===== config.mk =====
export PLATFORM = sky130hd
export DESIGN_NAME = branch_trainer_flat
export DESIGN_NICKNAME = d
export VERILOG_FILES = /design/src/rtl/branch_trainer_if.sv /design/src/rtl/branch_trainer.sv /design/src/flat_wrapper.sv
export SDC_FILE = /design/constraint.sdc
export NUM_CORES = 1
export LEC_CHECK = 0
export CAP_MARGIN = 10
export CELL_PAD_IN_SITES_DETAIL_PLACEMENT = 1
export CELL_PAD_IN_SITES_GLOBAL_PLACEMENT = 1
export CORE_MARGIN = 2
export CORE_UTILIZATION = 37
export DETAILED_ROUTE_END_ITERATION = 6
export GPL_ROUTABILITY_DRIVEN = 1
export PLACE_DENSITY = 0.8
export SETUP_SLACK_MARGIN = 0.02
export SYNTH_ARGS = -nofsm -noshare
export SYNTH_HDL_FRONTEND = slang
export SYNTH_SLANG_ARGS = --single-unit

===== constraint.sdc =====
create_clock -name clk -period 5.45 [get_ports clk]
set_input_delay 1.09 -clock clk [delete_from_list [all_inputs] [get_ports clk]]
set_output_delay 1.09 -clock clk [all_outputs]
set_load 0.02 [all_outputs]

===== src/rtl/branch_trainer_if.sv =====
// Commit and training handshake bundle between the ROB, the
// branch trainer and the predictor/fetcher.
interface branch_trainer_if;
  logic        commit_valid;
  logic        commit_is_branch;
  logic [31:0] commit_pc;
  logic [31:0] commit_ins;
  logic        commit_taken;
  logic        commit_pred_taken;
  logic [31:0] commit_target;
  logic        commit_ready;
  logic        train_en;
  logic        train_jump;
  logic [31:0] train_code;
  logic [31:0] train_pc;
  logic        train_ready;
  logic        flush;
  logic [31:0] redirect_pc;

  modport master (
    output commit_valid,
    output commit_is_branch,
    output commit_pc,
    output commit_ins,
    output commit_taken,
    output commit_pred_taken,
    output commit_target,
    input  commit_ready,
    input  train_en,
    input  train_jump,
    input  train_code,
    input  train_pc,
    output train_ready,
    input  flush,
    input  redirect_pc
  );

  modport slave (
    input  commit_valid,
    input  commit_is_branch,
    input  commit_pc,
    input  commit_ins,
    input  commit_taken,
    input  commit_pred_taken,
    input  commit_target,
    output commit_ready,
    output train_en,
    output train_jump,
    output train_code,
    output train_pc,
    input  train_ready,
    output flush,
    output redirect_pc
  );
endinterface


===== src/rtl/branch_trainer.sv =====
// Commit-side branch training queue and mispredict flush/recovery.
// Optional BRANCH_STATS_EN adds branch/mispredict counters.
module branch_trainer #(
  parameter int TRAIN_DEPTH  = 4,
  parameter int FLUSH_CYCLES = 2
) (
  input  logic clk,
  input  logic rst,
  input  logic rdy,
`ifdef BRANCH_STATS_EN
  output logic [31:0] stat_branches,
  output logic [31:0] stat_mispredicts,
`endif
  branch_trainer_if.slave bus
);

  localparam int AW = (TRAIN_DEPTH > 1) ? $clog2(TRAIN_DEPTH) : 1;
  localparam logic [AW:0] FULL_CNT = (AW+1)'(TRAIN_DEPTH);
  localparam logic [3:0] RCV_LOAD = 4'(FLUSH_CYCLES - 1);

  typedef struct packed {
    logic        jump;
    logic [31:0] code;
    logic [31:0] pc;
  } train_rec_t;

  typedef enum logic [1:0] {
    IDLE,
    FLUSH,
    RECOVER
  } state_t;

  state_t      state;
  logic [3:0]  rcv_cnt;
  logic        flush_q;
  logic [31:0] redirect_q;

  train_rec_t  mem [TRAIN_DEPTH];
  train_rec_t  head;
  logic [AW-1:0] wr_ptr;
  logic [AW-1:0] rd_ptr;
  logic [AW:0]   count;

  logic fifo_full;
  logic fifo_nonempty;
  logic accept;
  logic enq;
  logic deq;
  logic mispredict;
  logic [31:0] redirect_nxt;

  assign fifo_full     = (count == FULL_CNT);
  assign fifo_nonempty = (count != '0);
  assign head          = mem[rd_ptr];

  assign bus.commit_ready = (state == IDLE) && !fifo_full;

  assign accept = bus.commit_valid && bus.commit_ready && rdy;
  assign enq    = accept && bus.commit_is_branch;
  assign deq    = fifo_nonempty && bus.train_ready && rdy;

  assign mispredict   = bus.commit_taken != bus.commit_pred_taken;
  assign redirect_nxt = bus.commit_taken ? bus.commit_target
                                         : bus.commit_pc + 32'd4;

  // Outputs read as zero when empty so stale slots never leak out.
  assign bus.train_en   = fifo_nonempty;
  assign bus.train_jump = fifo_nonempty ? head.jump : 1'b0;
  assign bus.train_code = fifo_nonempty ? head.code : 32'd0;
  assign bus.train_pc   = fifo_nonempty ? head.pc   : 32'd0;

  assign bus.flush       = flush_q;
  assign bus.redirect_pc = redirect_q;

  always_ff @(posedge clk) begin
    if (!rst && enq) begin
      mem[wr_ptr] <= '{
        jump: bus.commit_taken,
        code: bus.commit_ins,
        pc:   bus.commit_pc
      };
    end
  end

  always_ff @(posedge clk) begin
    if (rst) begin
      wr_ptr <= '0;
      rd_ptr <= '0;
      count  <= '0;
    end else begin
      if (enq) wr_ptr <= wr_ptr + AW'(1);
      if (deq) rd_ptr <= rd_ptr + AW'(1);
      unique case (1'b1)
        enq && !deq: count <= count + 1'b1;
        !enq && deq: count <= count - 1'b1;
        default:     count <= count;
      endcase
    end
  end

  // Queued records survive flushes: they are committed outcomes.
  always_ff @(posedge clk) begin
    if (rst) begin
      state      <= IDLE;
      rcv_cnt    <= '0;
      flush_q    <= 1'b0;
      redirect_q <= '0;
    end else if (rdy) begin
      unique case (state)
        IDLE: begin
          if (enq && mispredict) begin
            state      <= FLUSH;
            flush_q    <= 1'b1;
            redirect_q <= redirect_nxt;
          end
        end
        FLUSH: begin
          state   <= RECOVER;
          flush_q <= 1'b0;
          rcv_cnt <= RCV_LOAD;
        end
        RECOVER: begin
          if (rcv_cnt == '0) begin
            state <= IDLE;
          end else begin
            rcv_cnt <= rcv_cnt - 4'd1;
          end
        end
        default: begin
          state   <= IDLE;
          flush_q <= 1'b0;
        end
      endcase
    end
  end

`ifdef BRANCH_STATS_EN
  always_ff @(posedge clk) begin
    if (rst) begin
      stat_branches    <= '0;
      stat_mispredicts <= '0;
    end else begin
      if (enq) stat_branches <= stat_branches + 32'd1;
      if (enq && mispredict) begin
        stat_mispredicts <= stat_mispredicts + 32'd1;
      end
    end
  end
`endif

endmodule

===== src/flat_wrapper.sv =====
// flat-port wrapper written by rule: the top's interface ports become plain ports
module branch_trainer_flat 
#(
  parameter int TRAIN_DEPTH  = 4,
  parameter int FLUSH_CYCLES = 2
)
  (clk, rst, rdy, bus_commit_valid, bus_commit_is_branch, bus_commit_pc, bus_commit_ins, bus_commit_taken, bus_commit_pred_taken, bus_commit_target, bus_commit_ready, bus_train_en, bus_train_jump, bus_train_code, bus_train_pc, bus_train_ready, bus_flush, bus_redirect_pc);
  branch_trainer_if bus_i ();
  input  logic clk;
  input  logic rst;
  input  logic rdy;
  input wire logic [$bits(bus_i.commit_valid)-1:0] bus_commit_valid;
  input wire logic [$bits(bus_i.commit_is_branch)-1:0] bus_commit_is_branch;
  input wire logic [$bits(bus_i.commit_pc)-1:0] bus_commit_pc;
  input wire logic [$bits(bus_i.commit_ins)-1:0] bus_commit_ins;
  input wire logic [$bits(bus_i.commit_taken)-1:0] bus_commit_taken;
  input wire logic [$bits(bus_i.commit_pred_taken)-1:0] bus_commit_pred_taken;
  input wire logic [$bits(bus_i.commit_target)-1:0] bus_commit_target;
  output wire logic [$bits(bus_i.commit_ready)-1:0] bus_commit_ready;
  output wire logic [$bits(bus_i.train_en)-1:0] bus_train_en;
  output wire logic [$bits(bus_i.train_jump)-1:0] bus_train_jump;
  output wire logic [$bits(bus_i.train_code)-1:0] bus_train_code;
  output wire logic [$bits(bus_i.train_pc)-1:0] bus_train_pc;
  input wire logic [$bits(bus_i.train_ready)-1:0] bus_train_ready;
  output wire logic [$bits(bus_i.flush)-1:0] bus_flush;
  output wire logic [$bits(bus_i.redirect_pc)-1:0] bus_redirect_pc;
  assign bus_i.commit_valid = bus_commit_valid;
  assign bus_i.commit_is_branch = bus_commit_is_branch;
  assign bus_i.commit_pc = bus_commit_pc;
  assign bus_i.commit_ins = bus_commit_ins;
  assign bus_i.commit_taken = bus_commit_taken;
  assign bus_i.commit_pred_taken = bus_commit_pred_taken;
  assign bus_i.commit_target = bus_commit_target;
  assign bus_commit_ready = bus_i.commit_ready;
  assign bus_train_en = bus_i.train_en;
  assign bus_train_jump = bus_i.train_jump;
  assign bus_train_code = bus_i.train_code;
  assign bus_train_pc = bus_i.train_pc;
  assign bus_i.train_ready = bus_train_ready;
  assign bus_flush = bus_i.flush;
  assign bus_redirect_pc = bus_i.redirect_pc;
  branch_trainer #(.TRAIN_DEPTH(TRAIN_DEPTH), .FLUSH_CYCLES(FLUSH_CYCLES)) u_core (.clk(clk), .rst(rst), .rdy(rdy), .bus(bus_i));
endmodule

# Yosys cells after proc, flatten, opt, wreduce, memory -nomap -nowiden
# Memory sizes are Yosys's and may differ from the RTL's. A register that Yosys moved wholly into a read port is not among the register bits.
# Cells that the tools add are included.
# totals
ff_bits	46
ramBits	260
elab_cells	61
n_memories	1
# mem_list
name	words	word_bits	read_ports	rd_ports_with_merged_regs	write_ports	line	rtl
u_core.mem	4	65	1	1	1	branch_trainer.sv:38	train_rec_t mem [TRAIN_DEPTH];
# op_classes
n_addsub	6
n_eq_ne	7
muxes	16
n_bitwise	1
reduce_logical	23
# op_table
op	count
$mux 32	3
$add 32x3->32 const B	1
$reduce_and 3->1	4
$logic_and 1x1->1	10
$mux 2	4
$pmux 4 s2	1
$pmux 2 s3	1
$pmux 3 s2	1
$add 2x1->2 const B	2
$logic_not 1->1	4
$logic_not 4->1	1
$mux 1	4
$mux 4	1
$ne 2x2->1 const B	2
$reduce_bool 2->1	2
$sub 4x1->4 const B	1
$add 3x1->3 const B	1
$eq 3x3->1 const B	1
$reduce_bool 3->1	1
$sub 3x1->3 const B	1
$eq 2x1->1 const B	1
$eq 2x2->1 const B	1
$logic_not 2->1	1
$ne 2x1->1 const B	1
3 further kinds	3

# Logic depth before layout (Yosys ltp)
# logic_depth
word_depth	9
mapped_depth	8

# Worst setup path before layout
# No wires, ideal clock.
# synth_timing
path_type	input to register
start	input bus_commit_is_branch
end	memory u_core.mem[1][0] (netlist bit) (enable)
setup_ns	0.430
arrival_ns	3.217
t_required_ns	5.020
slack_ns	1.803
stages	4
n_path_buf	1
path_cell_list	and3_1 -> and3_1 -> buf_2 -> and3_1
# synth_between
elab_chain_len	4
# synth_lines
element	line	rtl
start: declaration	flat_wrapper.sv:13	input wire logic [$bits(bus_i.commit_is_branch)-1:0] bus_commit_is_branch;
$logic_and 1x1->1	branch_trainer.sv:59	assign enq = accept && bus.commit_is_branch;
$logic_and 1x1->1	branch_trainer.sv:76	if (!rst && enq) begin
$mux 1	branch_trainer.sv:76	
$mux 1 (not written as such)	branch_trainer.sv:77	mem[wr_ptr] <= '{
end: declaration	branch_trainer.sv:38	
# Every way passes these cells.

==> impl_summary.txt <==
----------------------------------------------------
[Global routing]
  GRT Overall Usage ... 17.97%
  Number of antenna violations at the first check in global routing ... 0
  First-pass GRT wire length ... 48,880 um
  Total overflow reported by the global router ... 0
  Largest net degree at the start of global routing ... 68
  Vias in the first global route ... 8,189

[Power]
  Share of power burned in registers ... 47.7%
  Fraction of power consumed by the clock network ... 39.6%
  Static leakage ... 5.130 nW
  Internal Pwr Total ... 0.004186 W
  Switching power share of the total ... 23.32%
  VDD IR-drop max ... 0.1444 mV
  Power Dens Cells ... 338.5 mW/mm^2
  Share of total power in combinational logic ... 12.6%
  Switching power ... 0.001273 W

[Drt]
  Residual DRC ... 0
  Per-cell routed wire length ... 22.16 um
  Total Wirelength ... 31,680 um
  Via total after detailed routing ... 7,396
  Detailed Route Iter0 Violations ... 446
  Antenna viol nets, final ... 0
  Vias per cell ... 5.172
  Number of detailed-route iterations in the first pass ... 4

[Synth]
  Top cells by count, synth ... sky130_fd_sc_hd__edfxtp_1 (260), sky130_fd_sc_hd__and2_1 (68), sky130_fd_sc_hd__mux4_2 (65), sky130_fd_sc_hd__dfxtp_1 (48), sky130_fd_sc_hd__nand2_1 (34)
  Instance count of the mapped netlist ... 756
  Synthesis Warnings ... 0
  Primary FF master, synth ... sky130_fd_sc_hd__edfxtp_1
  Synth area leader ... sky130_fd_sc_hd__edfxtp_1
  Sequential cell area fraction in the yosys report ... 69.52%
  Post-Synthesis Mean Instance Area ... 16.68 sq um
  Async set-reset flop share out of synthesis ... 0%
  Count of state elements after synthesis ... 308
  Most common cell in the netlist ... sky130_fd_sc_hd__edfxtp_1
  Number of library cell types mapped by synthesis ... 56
  Synthesized netlist net count ... 867
  Proportion of netlist area held by the largest area contributor ... 61.90%
  Top cells by area, synth ... sky130_fd_sc_hd__edfxtp_1 (62%), sky130_fd_sc_hd__mux4_2 (12%), sky130_fd_sc_hd__dfxtp_1 (7.6%)
  Netlist area before placement ... 0.01261 sq mm
  Count of flip-flops with a built-in enable after synthesis ... 260

[Floorplanning]
  Die area ... 0.03558 sq mm
  Vert. Die Dim ... 188.6 um
  Core box area ... 0.03353 sq mm
  Ports placed on the boundary ... 204
  Chip width ... 188.6 um
  Effective utilization at floorplan ... 37.61%
  Placement row count ... 67

[Placement]
  Detailed placer's ending HPWL ... 20,240 um
  Post-place setup slack ... 1739 ps
  Count of buffers inserted at the top-level ports ... 203
  RD Place Congestion ... 0.7419

[Status]
  Result of the run ... finished clean

[STA]
  Worst Tran Pin Value ... 1061 ps
  Final hold vios ... 0
  Shortest clock period the worst path allows after layout ... 4025 ps
  RSZ-0062 raised after global routing ... no
  Layout Skew ... 17.22 ps
  Post-Route Setup TNS ... 0 ps
  Least setup slack across all paths after layout ... 1425 ps
  Highest Clock Rate ... 0.2485 GHz
  Final Cycle Share ... 73.85%
  Number of max-slew violations in the final report ... 0
  WHS ... 465.6 ps
  Worst max-slew margin expressed relative to the limit ... 29.29%
  Number of endpoints failing setup at the final stage ... 0

[CTS]
  TritonCTS buffer count ... 34
  Clock network latency to the later pin of the worst-skew pair ... 500 ps
  Hold_buf cts ... 0
  CTS Sinks ... 308
  CTS clock-pin slew for the worst setup and hold paths ... 60 ps
  Count of instances resized after the clock tree is built ... 0
  Clock tree from TritonCTS ... yes
  Number of buffers on the longest clock path ... 3
  Master cell of the clock root buffer ... sky130_fd_sc_hd__clkbuf_16
  Number of buffers added for setup after CTS ... 0
  Number of levels in the clock H-tree ... 2

[Layout]
  Final Net Count ... 1,069
  FF+latch area ... 0.008776 sq mm
  Count of filler cells inserted in the layout ... 3,273
  N_diodes ... 0
  Multi-input gate area in the final layout ... 0.003628 sq mm
  Area added between synthesis and finish ... 27.85%
  Ratio of cells with drive above 1 in the final layout ... 14.36%

[Worst setup path]
  Type of element capturing the critical path ... primary output
  Reg2reg setup slack ... 2840 ps
  Setup CP Type ... flip-flop to primary output
  Arrival time at the worst endpoint ... 2930 ps
  Critical path launch point type ... flip-flop
  Required time of the critical path ... 4360 ps
  Maximum net fanout on the critical path ... 40

[Run]
  Reported max-cap violation count ... 0

[Hold path]
  Worst hold-check path type ... flip-flop to flip-flop

----------------------------------------------------
-- stage by stage --
stage               total power (W)  area, sq um  instances  utilization [%]
finish                     0.005459        16120       1430            48.09
global route               0.005642        16120       1430            48.09
CTS                        0.005519        16120       1430            48.09
detailed placement         0.003356        15080       1370            44.97
global placement           0.003338        15080       1370            44.97
floorplan                  0.002996        12610        756                -
-- final timing paths --
kind / startpoint / depth (start not counted) / endpoint
hold reg to reg: u_core.bus.redirect_pc[8]$_SDFFE_PP0P_ / 2 / u_core.bus.redirect_pc[8]$_SDFFE_PP0P_
hold / removal: u_core.bus.redirect_pc[8]$_SDFFE_PP0P_ / 2 / u_core.bus.redirect_pc[8]$_SDFFE_PP0P_
setup / recovery: flip-flop / 4 / bus_train_pc[18]
setup reg to reg: u_core.count[0]$_SDFFE_PP0P_ / 7 / u_core.count[2]$_SDFFE_PP0P_
-- kinds of logic after synthesis --
kind of cell	synth area share, %
buffers and inverters	1.865
flip-flops	69.52
AO/OA/AOI/OAI	3.800
adder cells (fa/ha/maj)	0.7540
multiplexers	12.00
XOR/XNOR	2.351
AND/OR/NAND/NOR	9.702
-- state kept, by name, indices dropped and copies added, names as in the netlist, named ones only --
name,flops
u_core.mem,260
u_core.count,3
u_core.rd_ptr,2
u_core.state,2
u_core.bus.flush,1
u_core.bus.redirect_pc,32
u_core.rcv_cnt,4
u_core.wr_ptr,2
-- per-layer routing --
metal / GRT usage, % / wire length [um]
met1: 24.49 / 13930
met2: 29.54 / 15170
met3: 3.688 / 1955
met4: 4.567 / 623
met5: 0 / 0
-- worst max-delay path, cell delays in order, from the launching register on --
cell                              delay (ps)
sky130_fd_sc_hd__dfxtp_4                 710
sky130_fd_sc_hd__buf_12                  390
sky130_fd_sc_hd__mux4_2                  560
sky130_fd_sc_hd__and2_1                  210
sky130_fd_sc_hd__clkdlybuf4s50_1         540
-- power groups by stage --
| stage | registers, W | logic (W) | clock network (W) |
|---|---|---|---|
| global placement | 0.00265 | 0.000684 | 0 |
| global route | 0.00261 | 0.000739 | 0.00229 |
| floorplan | 0.00265 | 0.000347 | 0 |
| CTS | 0.00261 | 0.000700 | 0.00221 |
| detailed placement | 0.00266 | 0.000700 | 0 |
| finish | 0.00261 | 0.000690 | 0.00216 |
-- cells in the final DEF (no fill, tap or decap), drive strengths merged, types with 2 or more instances in the layout --
cell type / Yosys / layout
a211o: 3 / 3
a211oi: 7 / 7
a21o: 2 / 2
a21oi: 26 / 26
a221oi: 2 / 2
a31oi: 3 / 3
and2: 68 / 68
and3: 22 / 22
buf: 19 / 5
bufinv: 0 / 2
clkbuf: 22 / 41
clkdlybuf4s50: 0 / 202
clkinv: 1 / 15
dfxtp: 48 / 48
edfxtp: 260 / 260
ha: 6 / 6
inv: 11 / 13
mux2i: 5 / 5
mux4: 65 / 65
nand2: 36 / 36
nand2b: 6 / 6
nand3: 14 / 14
nand4: 11 / 11
nor2: 22 / 22
nor3: 20 / 20
nor4: 3 / 3
o211ai: 5 / 5
o21ai: 14 / 14
o22ai: 8 / 8
or3: 3 / 3
xnor2: 10 / 10
xor2: 23 / 23
-- layout make-up --
class	instances	area share, %
multi-input combinational	395	22.50
tap	448	3.476
inverter	12	0.2794
timing repair buffer	207	12.83
sequential	308	54.43
clock inverter	19	0.9079
clock buffer	41	5.572
No activity file was read; power rests on OpenSTA's default activity.
==> RTL edit 1, RTL diff (config.mk and constraints unchanged) <==
Encoding of `state_t`: now one-hot (3 bits for 3 states).
--- a/src/rtl/branch_trainer.sv
+++ b/src/rtl/branch_trainer.sv
@@ -26,6 +26,6 @@
 
-  typedef enum logic [1:0] {
-    IDLE,
-    FLUSH,
-    RECOVER
+  typedef enum logic [2:0] {
+    IDLE    = 3'b001,
+    FLUSH   = 3'b010,
+    RECOVER = 3'b100
   } state_t;
Formal check against the unedited RTL: same outputs for any inputs over 4 cycles, from zero or initial values and one cycle with rst high; so few cycles prove little.
==> RTL edit 1 against the original RTL <==
Synthesized area up 0.81%. Wire length up 0.62%. Power down 0.80%. Register-to-register slack worse by 370 ps. Non-clock buffer count up 2. Critical path type unchanged. Die area up 0.80%. Sequential cell count up 1. Cell area up 1.3%. Highest routed layer unchanged. Worst setup slack worse by 280 ps. Sequential share of layout area down 0.58 points.
==> RTL edit 1: results (changes against the original RTL) <==
Finish
The net count of the finished layout is 1102 (+3.1%). The relative area of clock buffers and inverters in the final design is 0.0710 (+0.00621). Ranked by flip-flop count, first place goes to u_core.mem. The register cell area after layout is 0.00880 sq mm (+0.23%).

The layout buffer count excluding clock buffers is 209 (+0.97%). The area of the multi-input gates is 0.00370 sq mm (+2.0%). The filler cell count in the final layout is 3299 (+0.79%).

The clock tree buffer count of the final layout came to 40 (-2.4%). The number of multi-input combinational cells is 421 (+6.6%). The inverter count came to 14 (+2). The buffering overhead is 0.127 (-0.00181).

Synth
The fraction of registers with async set/reset is 0 (unchanged). The fraction of the yosys area taken by sequential cells came to 0.691 (-0.00404). Yosys attributes the largest share of cell area to sky130_fd_sc_hd__edfxtp_1 61%, sky130_fd_sc_hd__mux4_2 12%, sky130_fd_sc_hd__dfxtp_1 7.7%, sky130_fd_sc_hd__and2_1 3.5%, sky130_fd_sc_hd__xor2_1 1.4%. The XOR/XNOR share of the synthesized area is 0.0200 (-0.00354).

The area share of fa/ha/maj cells after synthesis came to 0.00846 (+0.000923). The average cell area after synthesis is 16.2 sq um (-3.2%). The compound-cell area share of the yosys netlist is 0.0458 (+0.00776). The number of distinct library cell variants in the gate-level netlist after synthesis is 51 (-8.9%). In the synthesized netlist, the cells that appear most often are 260 x sky130_fd_sc_hd__edfxtp_1, 72 x sky130_fd_sc_hd__and2_1, 65 x sky130_fd_sc_hd__mux4_2.

Detailed routing
The length of routed wiring on met1 is 14100 um (+1.0%). The total met2 wirelength after detailed routing is 15600 um (+2.6%). The number of violations reported at the end of detailed-routing iteration 0 came to 375 (-16%). The via total after detailed routing is 7631 (+3.2%). The met3 wire length is 1720 um (-12%).

Clock network
The total clock buffers created by CTS was 35 (+2.9%). The clock transition at the registers of the reported paths is 60 ps (about the same).

Placed design
The worst setup slack before clock tree synthesis is 1370 ps (-371 ps). The routability congestion estimate is 0.748 (+0.82%). The total cell area at the placement stage is 0.0152 sq mm (+0.64%). The placed cell count is 1401 (+2.3%). The total half-perimeter wirelength after legalization and detailed placement was 20200 um (about the same).

Worst setup path
The kind of cell with the highest combined delay on the critical path is flip-flops. The largest stage delay on the critical path is 1020 ps (+310 ps). The data arrival time of the critical path is 3210 ps (+280 ps). The depth of the most critical reg-to-reg path is 8 (+1). The cell at the slowest stage of the critical path is sky130_fd_sc_hd__dfxtp_4. The end point of the critical path is bus_train_code[13].

The slack of the worst reg-to-reg path is 2470 ps (-370 ps).

Power and ir drop
The static power due to leakage is 0.00514 uW (+0.20%). The power per standard cell area is 331 mW/mm^2 (-2.1%).

Timing
The transition time of the tightest slew-check pin is 1120 ps (+54.4 ps). The maximum achievable frequency came to 232 MHz (-6.5%).

Run status
The run finished with clean final reports.

GRT
The via count of the first global-routing pass is 8005 (-2.2%). The first-pass GRT wire length came to 48700 um (-0.33%). The met2 usage was 0.297 (+0.00117). The fraction of met3 tracks used by global routing is 0.0308 (-0.00611). The global-route usage over all layers is 0.177 (-0.00235).
==> RTL edit 1: cell types whose count changed in the layout (fill, tap and decap cells not counted), sizes merged, moves of 4 or more <==
cell,unedited run,this run
nor2,22,29
nor4,3,9
and3,22,7
a221oi,2,9
o22ai,8,1
o21ai,14,27
nor3,20,8
or4,0,4
nand2,36,42
or3,3,7
and2,68,72
==> RTL edit 1: power by group <==
group / switching (uW) / internal [uW]
Clock: 940 / 1420
Combinational: 234 / 220
Sequential: 21.5 / 2580
Total: 1200 / 4220
==> RTL edit 1: worst min-delay path: cells and delay by family, from the launching register on <==
family	cells	cell delay [ps]
DFF	1	310
and+or+nand+nor	1	50
AOI/OAI and AO/OA	1	50
==> RTL edit 1: worst min-delay path by stage <==
stage	startpoint	endpoint	slack [ps]	depth (start not counted)
after floorplan	u_core.rcv_cnt[0]	u_core.rcv_cnt[0]	430	1
after global placement	u_core.bus.redirect_pc[8]	u_core.bus.redirect_pc[8]	440	2
after detailed placement	u_core.bus.redirect_pc[13]	u_core.bus.redirect_pc[13]	450	2
after CTS	u_core.bus.redirect_pc[13]	u_core.bus.redirect_pc[13]	460	2
after global routing	u_core.bus.redirect_pc[13]	u_core.bus.redirect_pc[13]	480	2
final	u_core.bus.redirect_pc[8]	u_core.bus.redirect_pc[8]	460	2
==> RTL edit 1: logic make-up after synthesis <==
kind of cell | after synthesis
adder cells (fa/ha/maj) | 8
XOR/XNOR | 29
AO/OA/AOI/OAI | 93
flip-flops | 309
buffers and inverters | 57
AND/OR/NAND/NOR | 221
multiplexers | 70
==> RTL edit 2, RTL diff (same settings) <==
Made on the original files. `TRAIN_DEPTH` is set to 4 in 2 places; all go to 8.
--- a/src/rtl/branch_trainer.sv
+++ b/src/rtl/branch_trainer.sv
@@ -3,3 +3,3 @@
 module branch_trainer #(
-  parameter int TRAIN_DEPTH  = 4,
+  parameter int TRAIN_DEPTH  = 8,
   parameter int FLUSH_CYCLES = 2
--- a/src/flat_wrapper.sv
+++ b/src/flat_wrapper.sv
@@ -3,3 +3,3 @@
 #(
-  parameter int TRAIN_DEPTH  = 4,
+  parameter int TRAIN_DEPTH  = 8,
   parameter int FLUSH_CYCLES = 2
Check against the original RTL: not settled (the Yosys comparison gave no result); the edit may change what the design does.
==> RTL edit 2 against the original RTL <==
First-iteration DRC count rose by 54%. Global-route usage fell by 0.12 points. Sequential cell count rose by 264. Synthesized area rose by 80%. Worst setup slack got worse by 530 ps. Cell area rose by 72%. Clock skew rose by 8.8 ps. Non-clock buffer count rose by 20. Critical path depth rose by 1. Power rose by 72%. Final cell count rose by 58%. Core utilization fell by 2.4 points. Wire length rose by 77%. Combinational power fell by 9.9%. Critical path type unchanged.
==> RTL edit 2: results (changes against the original RTL) <==
Timing
The final setup skew is 26.0 ps (+8.76 ps). The final setup violation count is 0 (unchanged). The transition time of the tightest slew-check pin is 1120 ps (+62.6 ps).

The total negative slack for setup checks is 0 ps (unchanged).

Worst setup path
The startpoint identified for the worst register-to-register timing path is u_core.count[0]. The capture point of the worst reg-to-reg path is u_core.count[2]. The slack of the worst reg-to-reg path is 2070 ps (-770 ps).

The depth of the most critical reg-to-reg path is 11 (+4). The data arrival time of the critical path is 3470 ps (+540 ps). The highest net fanout along the worst path is 38 (-5.0%).

Synth
The fraction of registers with async set/reset is 0 (unchanged). By area the synthesized netlist is led by sky130_fd_sc_hd__edfxtp_1 69%, sky130_fd_sc_hd__mux4_2 13%, sky130_fd_sc_hd__dfxtp_1 4.6%, sky130_fd_sc_hd__mux2i_1 3.2%, sky130_fd_sc_hd__nor2_1 1.6%. Among all flip-flop cells after synthesis, the most frequent one is sky130_fd_sc_hd__edfxtp_1. The fraction of the yosys area taken by sequential cells is 0.736 (+0.0404).

After synthesis, the most frequently instantiated cells are 520 x sky130_fd_sc_hd__edfxtp_1, 130 x sky130_fd_sc_hd__mux4_2, 97 x sky130_fd_sc_hd__nor2_1. The post-synthesis net count was 1318 (+52%). The synthesis warning total is 0 (unchanged). The number of distinct library cell variants in the gate-level netlist after synthesis is 47 (-16%). The number of enable flip-flop cells after synthesis is 520 (+100%).

Placed design
The total half-perimeter wirelength after legalization and detailed placement is 32800 um (+62%). The total of buffers placed on input and output ports came to 203 (unchanged). The routability congestion estimate is 0.794 (+7.1%).

Clock network
The total clock buffers created by CTS is 60 (+76%). The worst-case clock buffer depth came to 3 (unchanged). The cell sitting at the root of the clock tree is a sky130_fd_sc_hd__clkbuf_16. The number of resized instances in the post-cts repair step was 0 (unchanged). The number of buffers added for setup after CTS came to 0 (unchanged). The clock latency on the worst-skew pair came to 600 ps (+100 ps).

The number of H-tree branching levels is 2 (unchanged). The clock transition at the registers of the reported paths is 60 ps (about the same).

Job
The number of max-cap violations came to 0 (unchanged).

GRT
The pin count of the biggest net entering global routing is 67 (-1.5%). The first-pass GRT wire length was 84200 um (+72%). The global-route usage over all layers is 0.179 (-0.00117).

The via count of the first global-routing pass came to 13250 (+62%). The initial antenna violation count was 1 (+1).

Hold path
The number of stages on the worst hold path is 2 (unchanged). The hold path startpoint is u_core.bus.redirect_pc[4]. The worst hold path endpoint is u_core.bus.redirect_pc[4]. The type of the worst min-delay path is flop to flop.

Finish
The largest register by flop count is u_core.mem. The ratio of cells with drive above 1 in the final layout was 0.174 (+0.0304). The net count of the finished layout is 1540 (+44%).

The number of flip-flops under the largest register name is 520 (+100%).

Power and ir drop
The static power due to leakage was 0.00843 uW (+64%). The internal power contribution came to 7360 uW (+76%). The peak supply drop is 268 uV (+86%).

Detailed routing
The routed via count divided by cell count is 5.35 (+3.4%). The average wire per cell in the routed design is 24.8 um (+12%). The number of violations reported at the end of detailed-routing iteration 0 is 687 (+54%). The number of optimization iterations in the first detailed-route pass was 5 (+1).

Run status
The flow ran to the end, and the final reports show no timing, DRC or antenna violations.
RTL edit 2: cell types whose count changed after synthesis, sizes merged, moves of 5 or more:
cell | before | now
clkbuf | 22 | 42
buf | 19 | 25
nand3b | 1 | 6
and2 | 68 | 1
mux4 | 65 | 130
mux2i | 5 | 73
nor2 | 22 | 97
edfxtp | 260 | 520
RTL edit 2: critical path: stages, from the launching register on:
cell                              delay (ps)
sky130_fd_sc_hd__dfxtp_4                 880
sky130_fd_sc_hd__buf_4                   530
sky130_fd_sc_hd__mux4_2                  570
sky130_fd_sc_hd__mux2i_1                 190
sky130_fd_sc_hd__nor2_1                   90
sky130_fd_sc_hd__clkdlybuf4s50_1         560
RTL edit 2: cell type report:
cell class,instances,area (sq um)
clock buffers,77,1590
flip-flops and latches,572,16700
clock inverters,32,284
repair buffers,227,2340
diodes,1,2.50
fillers,5657,32800
well taps,782,978
multi-input cells,554,5740
inverters,15,61.3
RTL edit 2: how the worst max path moves through the flow:
stage	startpoint	endpoint	slack (ps)
floorplan	rdy	u_core.mem[4][0]	460
global placement	flop	bus_train_pc[0]	1480
detailed placement	bus_commit_pc[11]	u_core.bus.redirect_pc[31]	1390
CTS	flop	bus_train_pc[8]	780
global route	flop	bus_train_pc[0]	650
finish	flop	bus_train_pc[8]	890
RTL edit 2: metal layers:
layer	routed length, um	vias to the layer above	global-route usage
met2	27600	348	0.301
met5	0	-	0
met3	2970	82	0.0332
met4	1180	0	0.0490
met1	24200	6370	0.238
li1	-	5284	-
RTL edit 2: per-stage QoR:
stage               worst slack [ps]  cell area [sq um]  power, uW  hold WS [ps]  cells
detailed placement              1390              25800       5550           452   2150
global route                     646              27700       9650           501   2259
global placement                1480              25800       5530           443   2150
floorplan                        463              22700       5210           462   1208
CTS                              777              27700       9470           462   2259
finish                           891              27700       9370           464   2260
RTL edit 2: power by group through the flow:
stage,Combinational [uW],Sequential [uW],Clock [uW]
after floorplan,293,4910,0
after global placement,615,4920,0
after detailed placement,631,4920,0
after CTS,633,4830,4010
after global routing,668,4830,4160
final,622,4830,3920
RTL edit 2: kinds of logic after synthesis:
logic type,share of synthesized area
xor gates and xnor gates,0.0135
adders and majority gates,0.00332
and+or+nand+nor,0.0495
buffers and inverters,0.0152
muxes,0.163
DFF,0.736
AOI/OAI and AO/OA,0.0202
